<file path="src/rtl/mcse_lifecycle_manager.sv">
// Lifecycle state manager: authenticated, forward-only lifecycle transitions with failure lockout.
// Latency: illegal request -> lc_done next cycle; auth sampled -> lc_done 2 cycles later; timeout -> lc_done on expiry edge.
// Backpressure: none; requests outside IDLE are dropped, a single transaction is in flight at a time.
module mcse_lifecycle_manager #(
    parameter int  ID_WIDTH     = 256,
    parameter int  NUM_STATES   = 5,
    parameter int  MAX_FAIL     = 3,
    parameter int  AUTH_TIMEOUT = 64,
    parameter int  LOCK_CYCLES  = 1024,
    localparam int SW           = $clog2(NUM_STATES),
    localparam int FW           = $clog2(MAX_FAIL + 1)
) (
    input  logic                clk,
    input  logic                rst_n,
    input  logic                lc_transition_request,
    input  logic [SW-1:0]       lc_target_state,
    input  logic [ID_WIDTH-1:0] lc_authentication_id,
    input  logic                lc_authentication_valid,
    input  logic [ID_WIDTH-1:0] lc_golden_id,
    output logic [SW-1:0]       lc_state,
    output logic                lc_done,
    output logic                lc_success,
    output logic                lc_locked,
    output logic [FW-1:0]       lc_fail_count
);

    localparam int TW = $clog2(AUTH_TIMEOUT + 1);
    localparam int LW = $clog2(LOCK_CYCLES + 1);

    localparam logic [TW-1:0] AUTH_LAST = TW'(AUTH_TIMEOUT - 1);
    localparam logic [LW-1:0] LOCK_LAST = LW'(LOCK_CYCLES - 1);
    localparam logic [FW-1:0] FAIL_MAX  = FW'(MAX_FAIL);
    localparam logic [SW-1:0] TERM_ST   = SW'(NUM_STATES - 1);

    typedef enum logic [1:0] {
        S_IDLE      = 2'd0,
        S_WAIT_AUTH = 2'd1,
        S_CHECK     = 2'd2,
        S_LOCKOUT   = 2'd3
    } fsm_e;

    fsm_e                fsm_q, fsm_d;
    logic [SW-1:0]       lc_state_q, lc_state_d;
    logic [SW-1:0]       target_q, target_d;
    logic [ID_WIDTH-1:0] auth_id_q, auth_id_d;
    logic                match_q, match_d;
    logic                cmp_vld_q, cmp_vld_d;
    logic [TW-1:0]       auth_tmr_q, auth_tmr_d;
    logic [LW-1:0]       lock_tmr_q, lock_tmr_d;
    logic                lc_done_q, lc_done_d;
    logic                lc_success_q, lc_success_d;
    logic                lc_locked_q, lc_locked_d;
    logic [FW-1:0]       fail_q, fail_d;

    logic                at_terminal;
    logic                target_legal;
    logic [SW:0]         next_up;
    logic                fail_evt;
    logic [FW-1:0]       fail_inc;

    // Legality of the presented target: one step forward, or a jump straight to the terminal (scrap) state.
    always_comb begin
        next_up      = {1'b0, lc_state_q} + (SW + 1)'(1);
        at_terminal  = (lc_state_q == TERM_ST);
        target_legal = !at_terminal &&
                       (({1'b0, lc_target_state} == next_up) || (lc_target_state == TERM_ST));
        fail_inc     = (fail_q == FAIL_MAX) ? fail_q : fail_q + FW'(1);
    end

    // Transaction sequencing; the wide credential compare is registered in a first CHECK cycle and acted on in the second.
    always_comb begin
        fsm_d        = fsm_q;
        lc_state_d   = lc_state_q;
        target_d     = target_q;
        auth_id_d    = auth_id_q;
        match_d      = match_q;
        cmp_vld_d    = cmp_vld_q;
        auth_tmr_d   = auth_tmr_q;
        lock_tmr_d   = lock_tmr_q;
        lc_done_d    = 1'b0;
        lc_success_d = 1'b0;
        lc_locked_d  = lc_locked_q;
        fail_d       = fail_q;
        fail_evt     = 1'b0;

        case (fsm_q)
            S_IDLE: begin
                // A credential strobe here has no transaction to belong to and is dropped.
                if (lc_transition_request) begin
                    if (target_legal) begin
                        target_d   = lc_target_state;
                        auth_tmr_d = '0;
                        fsm_d      = S_WAIT_AUTH;
                    end else begin
                        lc_done_d = 1'b1;
                    end
                end
            end
            S_WAIT_AUTH: begin
                if (lc_authentication_valid) begin
                    auth_id_d = lc_authentication_id;
                    cmp_vld_d = 1'b0;
                    fsm_d     = S_CHECK;
                end else if (auth_tmr_q == AUTH_LAST) begin
                    fail_evt = 1'b1;
                end else begin
                    auth_tmr_d = auth_tmr_q + TW'(1);
                end
            end
            S_CHECK: begin
                if (!cmp_vld_q) begin
                    match_d   = (auth_id_q == lc_golden_id);
                    cmp_vld_d = 1'b1;
                end else if (match_q) begin
                    lc_state_d   = target_q;
                    lc_done_d    = 1'b1;
                    lc_success_d = 1'b1;
                    fail_d       = '0;
                    cmp_vld_d    = 1'b0;
                    fsm_d        = S_IDLE;
                end else begin
                    cmp_vld_d = 1'b0;
                    fail_evt  = 1'b1;
                end
            end
            S_LOCKOUT: begin
                if (lock_tmr_q == LOCK_LAST) begin
                    fail_d      = '0;
                    lc_locked_d = 1'b0;
                    fsm_d       = S_IDLE;
                end else begin
                    lock_tmr_d = lock_tmr_q + LW'(1);
                end
            end
            default: begin
                fsm_d = S_IDLE;
            end
        endcase

        // Mismatch and timeout share one failure path: count, report, and lock out on the last allowed failure.
        if (fail_evt) begin
            lc_done_d = 1'b1;
            fail_d    = fail_inc;
            if (fail_inc == FAIL_MAX) begin
                lc_locked_d = 1'b1;
                lock_tmr_d  = '0;
                fsm_d       = S_LOCKOUT;
            end else begin
                fsm_d = S_IDLE;
            end
        end
    end

    // State and output registers; reset aborts any transaction without a completion pulse.
    always_ff @(posedge clk or negedge rst_n) begin
        if (!rst_n) begin
            fsm_q        <= S_IDLE;
            lc_state_q   <= '0;
            target_q     <= '0;
            auth_id_q    <= '0;
            match_q      <= 1'b0;
            cmp_vld_q    <= 1'b0;
            auth_tmr_q   <= '0;
            lock_tmr_q   <= '0;
            lc_done_q    <= 1'b0;
            lc_success_q <= 1'b0;
            lc_locked_q  <= 1'b0;
            fail_q       <= '0;
        end else begin
            fsm_q        <= fsm_d;
            lc_state_q   <= lc_state_d;
            target_q     <= target_d;
            auth_id_q    <= auth_id_d;
            match_q      <= match_d;
            cmp_vld_q    <= cmp_vld_d;
            auth_tmr_q   <= auth_tmr_d;
            lock_tmr_q   <= lock_tmr_d;
            lc_done_q    <= lc_done_d;
            lc_success_q <= lc_success_d;
            lc_locked_q  <= lc_locked_d;
            fail_q       <= fail_d;
        end
    end

    assign lc_state      = lc_state_q;
    assign lc_done       = lc_done_q;
    assign lc_success    = lc_success_q;
    assign lc_locked     = lc_locked_q;
    assign lc_fail_count = fail_q;

endmodule

</file>
<file path="config.mk">
export PLATFORM = sky130hd
export DESIGN_NAME = mcse_lifecycle_manager
export DESIGN_NICKNAME = d
export VERILOG_FILES = /design/src/rtl/mcse_lifecycle_manager.sv
export SDC_FILE = /design/constraint.sdc
export NUM_CORES = 1
export LEC_CHECK = 0
export CAP_MARGIN = 40
export CORE_AREA = 5 5 203 205
export CTS_BUF_LIST = sky130_fd_sc_hd__clkbuf_4
export CTS_CLUSTER_DIAMETER = 50
export CTS_CLUSTER_SIZE = 40
export DETAILED_ROUTE_END_ITERATION = 7
export DIE_AREA = 0 0 208 210
export HOLD_SLACK_MARGIN = 0.02
export PLACE_DENSITY = 0.74
export SYNTH_ARGS = -nofsm -noshare
export SYNTH_HDL_FRONTEND = slang
export SYNTH_SLANG_ARGS = --single-unit
</file>
<file path="constraint.sdc">
create_clock -name clk -period 2.4 [get_ports clk]
set_input_delay 0.24 -clock clk [delete_from_list [all_inputs] [get_ports clk]]
set_output_delay 0.24 -clock clk [all_outputs]
set_load 0.005 [all_outputs]
</file>
# After elaboration in Yosys (flattened, before gate mapping)
# Cells that the tools add are included.
# Widths: inputs -> output; s select.
dict set report word_totals {
  regBits 289
  in_bits 519
  word_cells 94
  output_inout_bits 8
}
dict set report classes {
  add_sub_neg 4
  n_reduce_logical 15
  n_mux 40
  eq_ne 22
  bitwise 1
}
# op count
set op_table {}
lappend op_table {{$eq 256x256->1} 1}
lappend op_table {{$mux 11} 4}
lappend op_table {{$mux 7} 4}
lappend op_table {{$mux 2} 10}
lappend op_table {{$ne 3x3->1 const B} 6}
lappend op_table {{$mux 1} 16}
lappend op_table {{$pmux 7 s2} 1}
lappend op_table {{$add 11x1->11 const B} 1}
lappend op_table {{$eq 11x10->1 const B} 1}
lappend op_table {{$ne 2x2->1 const B} 5}
lappend op_table {{$eq 2x2->1 const B} 4}
lappend op_table {{$pmux 2 s4} 1}
lappend op_table {{$add 7x1->7 const B} 1}
lappend op_table {{$eq 7x6->1 const B} 1}
lappend op_table {{$eq 3x3->1 const B} 2}
lappend op_table {{$pmux 1 s2} 3}
lappend op_table {{$reduce_and 2->1} 3}
lappend op_table {{$reduce_and 3->1} 2}
lappend op_table {{$reduce_and 6->1} 1}
lappend op_table {{$reduce_and 5->1} 1}
lappend op_table {{$add 3x1->4 const B} 1}
lappend op_table {{$eq 3x4->1} 1}
lappend op_table {{$pmux 2 s2} 1}
lappend op_table {{$reduce_and 4->1} 1}
lappend op_table {{9 further kinds} 10}

# Logic depth before layout (Yosys ltp)
dict set report logic_depth {
  word_depth 8
  mapped_depth 9
  depth_no_buf 8
}

# Least setup slack after synthesis
# OpenSTA, ideal clock, no wires.
dict set report synth_timing {
  kind {flip-flop to flip-flop}
  startpoint {register lc_state_q[0] (netlist: lc_state[0])}
  endpoint {register auth_tmr_q[2]}
  setup_time_ps 121
  t_required_ps 2279
  synth_period_minus_slack_ps 2125
  n_path_buf 1
  t_arrival_ps 2004
  stages_incl_launch_ff 10
  path_slack_ps 275
  cell_sequence {dfrtp_1 -> inv_1 -> ha_1 -> xnor2_1 -> o21ai_0 -> o21ai_0 -> a31oi_1 -> or2_2 -> clkbuf_1 -> a22o_1}
}
dict set report synth_between {
  elab_chain_cells 6
  word_cells_on_any_way 8
  cone_classes {add/sub: 1; eq/ne: 3; reduce/logical: 4}
}
# element line_no
set synth_lines {}
lappend synth_lines {{from (decl)} 43} ;# logic [SW-1:0] lc_state_q, lc_state_d;
lappend synth_lines {{from (signal assigned)} 171} ;# lc_state_q <= lc_state_d;
lappend synth_lines {{$add 3x1->4} 63} ;# next_up = {1'b0, lc_state_q} + (SW + 1)'(1);
lappend synth_lines {{$eq 3x4->1} 66} ;# (({1'b0, lc_target_state} == next_up) || (lc_target_state == TERM_ST));
lappend synth_lines {{$logic_or 1x1->1} 66}
lappend synth_lines {{$logic_and 1x1->1 *} 65} ;# target_legal = !at_terminal &&
lappend synth_lines {{$ne 2x2->1 (no source line) *} -}
lappend synth_lines {{$reduce_and 5->1 (no source line) *} -}
lappend synth_lines {{to (signal assigned)} 176} ;# auth_tmr_q <= auth_tmr_d;
lappend synth_lines {{to (decl)} 48} ;# logic [TW-1:0] auth_tmr_q, auth_tmr_d;
# Every way passes the cells marked *; elsewhere a longest branch is shown, timed or not.
# A chain may end at the register's enable or synchronous reset.

# Final worst setup path
dict set report layout_timing {
  startpoint {register auth_id_q[107]}
  endpoint {register match_q}
}
dict set report layout_between {
  elab_chain_cells 1
}
# element line_no
set layout_lines {}
lappend layout_lines {{from (decl)} 45} ;# logic [ID_WIDTH-1:0] auth_id_q, auth_id_d;
lappend layout_lines {{from (signal assigned)} 173} ;# auth_id_q <= auth_id_d;
lappend layout_lines {{$eq 256x256->1} 112} ;# match_d = (auth_id_q == lc_golden_id);
lappend layout_lines {{to (signal assigned)} 174} ;# match_q <= match_d;
lappend layout_lines {{to (decl)} 46} ;# logic match_q, match_d;
# No other way between the ends.

==> flow_metrics.tcl <==
set metrics [dict create \
    synth_area_mm2 0.0146 \
    synthCells 1218 \
    grt_pass1_wl_um 85900 \
    grt_overflow 0 \
    drv_slew 0 \
    pin_count 527 \
    syn_to_final_growth_pct 57.2 \
    n_fill_cell 3243 \
    drcViolationCount 0 \
    slew_headroom_pct 48.6 \
    start_util_pct 37.2 \
    worst_pin_slew_ns 0.752 \
    ys.flop_type "dfrtp_1" \
    multi_input_area_mm2 0.00697 \
    max_stage_delay_ns 0.72 \
    drtPass1Iterations 5 \
    fin_ws_ns -0.0461 \
    post_dp_cell_area_mm2 0.0211 \
    antenna_left 0 \
    gp_congestion 0.923 \
    design_area_mm2 0.0230 \
    drt_iter0_drc 581 \
    grt_max_degree 76 \
    synth_edf_count 0 \
    clockRootBuffer "clkbuf_4" \
    h-tree-depth 2 \
    hold_slack_ns 0.0935 \
    end_kind "flip-flop" \
    maxCapViolCount 0 \
    ir_drop_mv 0.658 \
    clockBufferDepth 3 \
    synth_fp_nets 1745 \
    rsz0062_at_grt "yes" \
    dpl_worst_slack_ns -0.750 \
    synth.area.top_cells "dfrtp_1 50%, mux2_2 20%, xnor2_1 4.8%" \
    critPathMaxFanout 2 \
    leakage_uw 0.00959 \
    ys_ff_latch 289 \
    yosysSeqAreaShare_pct 49.5 \
    cp_cell_sequence "buf_4 > o22ai_1 > a2111oi_0 > nand4_1 > or4_4 > o31ai_1" \
    port_buffers 526 \
    die_w_um 208 \
    synth.distinct_cells 49 \
    required_ns 3.07 \
    yosys_warnings 0 \
    final_common_cell "clkdlybuf4s50_1" \
    crit_type "reg2reg" \
    cp_slowest_cell "a2111oi_0" \
    start_kind "flip-flop" \
    grt_pass1_vias 13845 \
    fmax_mhz 409 \
    dp_hpwl_um 46500 \
    hold_violations 0 \
    clkLatencyLatePin_ns 0.78 \
    cts_buffers 38 \
    final-seq-area_mm2 0.00723 \
    tritoncts "yes" \
    synth_top_area_share_pct 49.5 \
    via_count 12524 \
    cts_sinks 289 \
    die_area_mm2 0.0437 \
    fin_crit_sh_pct 102 \
    setup_viol_count_final 1 \
    rows 73 \
    synthArstFlopShare_pct 100 \
    outcome "complete, but fails checks" \
    power.density_mw_per_mm2 906 \
    drive_gt1_share_pct 21.4 \
    violations "setup timing" \
    synth_area_per_cell_um2 12.0 \
    finalClockSkew_ns 0.0782 \
    worstPathArrival_ns 3.12 \
    die_height_um 210 \
    clkTransAtPathRegs_ns 0.13 \
    layout_common_cells "525 x clkdlybuf4s50_1, 289 x dfrtp_1, 262 x mux2_2" \
    gr-usage-all-layers_pct 26.1 \
    routed_wl_um 58300 \
    nNetsFinal 2471 \
    antenna_found_initial 17 \
    period_needed_ns 2.45 \
    hp-class "in2reg" \
    wl_per_cell_um 23.3 \
    core_mm2 0.0393 \
    vias_per_cell 4.99 \
    yosys.area.top_type "dfrtp_1" \
]
kinds of logic (layout without fill, tap and decap cells):
logic type | after synthesis | in the layout | share of synthesized area, %
adder cells (fa/ha/maj) | 8 | 8 | 0.685
buffers and inverters | 123 | 877 | 3.16
XOR/XNOR | 131 | 131 | 7.86
AND/OR/NAND/NOR | 272 | 272 | 11.1
other | 0 | 11 | 0
AO/OA/AOI/OAI | 131 | 131 | 7.33
flip-flops | 289 | 289 | 49.5
multiplexers | 264 | 264 | 20.3
synth_stat cells, drive strengths merged (4+ instances only):
cell / instances
a2111o: 28
nand4: 31
nor4: 32
inv: 92
nand2b: 49
o211ai: 4
o2111ai: 16
a21oi: 6
dfrtp: 289
xnor2: 80
a22o: 6
xor2: 51
mux2: 262
nand3: 7
and2b: 5
o22ai: 27
nor2b: 90
ha: 8
nand2: 23
o221ai: 6
o21ai: 13
clkbuf: 31
a2111oi: 10
nor2: 20
worst paths after layout:
kind / start / to / slack (ns) / depth (start not counted)
worst max-delay path: auth_id_q[107] / match_q / -0.05 / 6
worst min-delay path: lc_authentication_id[143] / auth_id_q[143] / 0.09 / 2
worst max register to register: auth_id_q[107] / match_q / -0.05 / 6
worst min register to register: lc_locked / lc_locked / 0.50 / 1
max in group asynchronous: rst_n / auth_id_q[117] / 1.27 / 4
min in group asynchronous: rst_n / auth_id_q[40] / 0.61 / 4
layer usage:
metal  vias to the layer above  wire length (µm)  global-route usage [%]
li1                       5802                 -                       -
met1                      6158             21900                    30.1
met2                       446             29600                    45.7
met3                       110              4460                    8.13
met4                         8              2220                    9.99
met5                         -                60                       0
final cells by class:
class,instances,area share [%]
Clock inverter,24,1.19
Clock buffer,44,1.44
Tap cell,525,2.86
Inverter,92,1.50
Antenna cell,11,0.120
Timing Repair Buffer,717,31.0
Sequential cell,289,31.5
Multi-Input combinational cell,806,30.4
critical path: cells and delay by family (launching register included):
family | cells | cell delay (ns)
AOI/OAI and AO/OA | 3 | 1.11
buffers and inverters | 1 | 0.12
DFF | 1 | 0.37
and+or+nand+nor | 2 | 0.74
timing repair:
item / CTS / global route
hold endpoints to repair: 402 / 0
endpoints found under the setup margin: 1 / 3
setup buffers: 1 / 0
pin swaps: 5 / 6
hold buffers: 116 / 0
gates resized for setup: 7 / 3
sequential cells by signal, indices dropped and copies added, names as in the netlist:
name           count
auth_id_q        256
lc_fail_count      2
lc_done            1
cmp_vld_q          1
auth_tmr_q         7
lc_success         1
target_q           3
lock_tmr_q        11
lc_state           3
lc_locked          1
match_q            1
fsm_q              2
through the flow:
stage / util (%) / setup TNS (ns) / power [µW] / cells
finish: 58.5 / -0.0461 / 20800 / 2508
global route: 58.5 / -0.132 / 22100 / 2507
floorplan: - / 0 / 13700 / 1218
CTS: 58.4 / -0.0794 / 20900 / 2497
detailed placement: 53.7 / -0.750 / 17200 / 2312
global placement: 53.7 / -0.662 / 16900 / 2311
power breakdown:
group	switching (µW)	internal, µW
Clock	2060	1410
Sequential	1700	7250
Combinational	3470	4900
Total	7230	13600
Note: power is estimated with default switching activity, not from simulation.
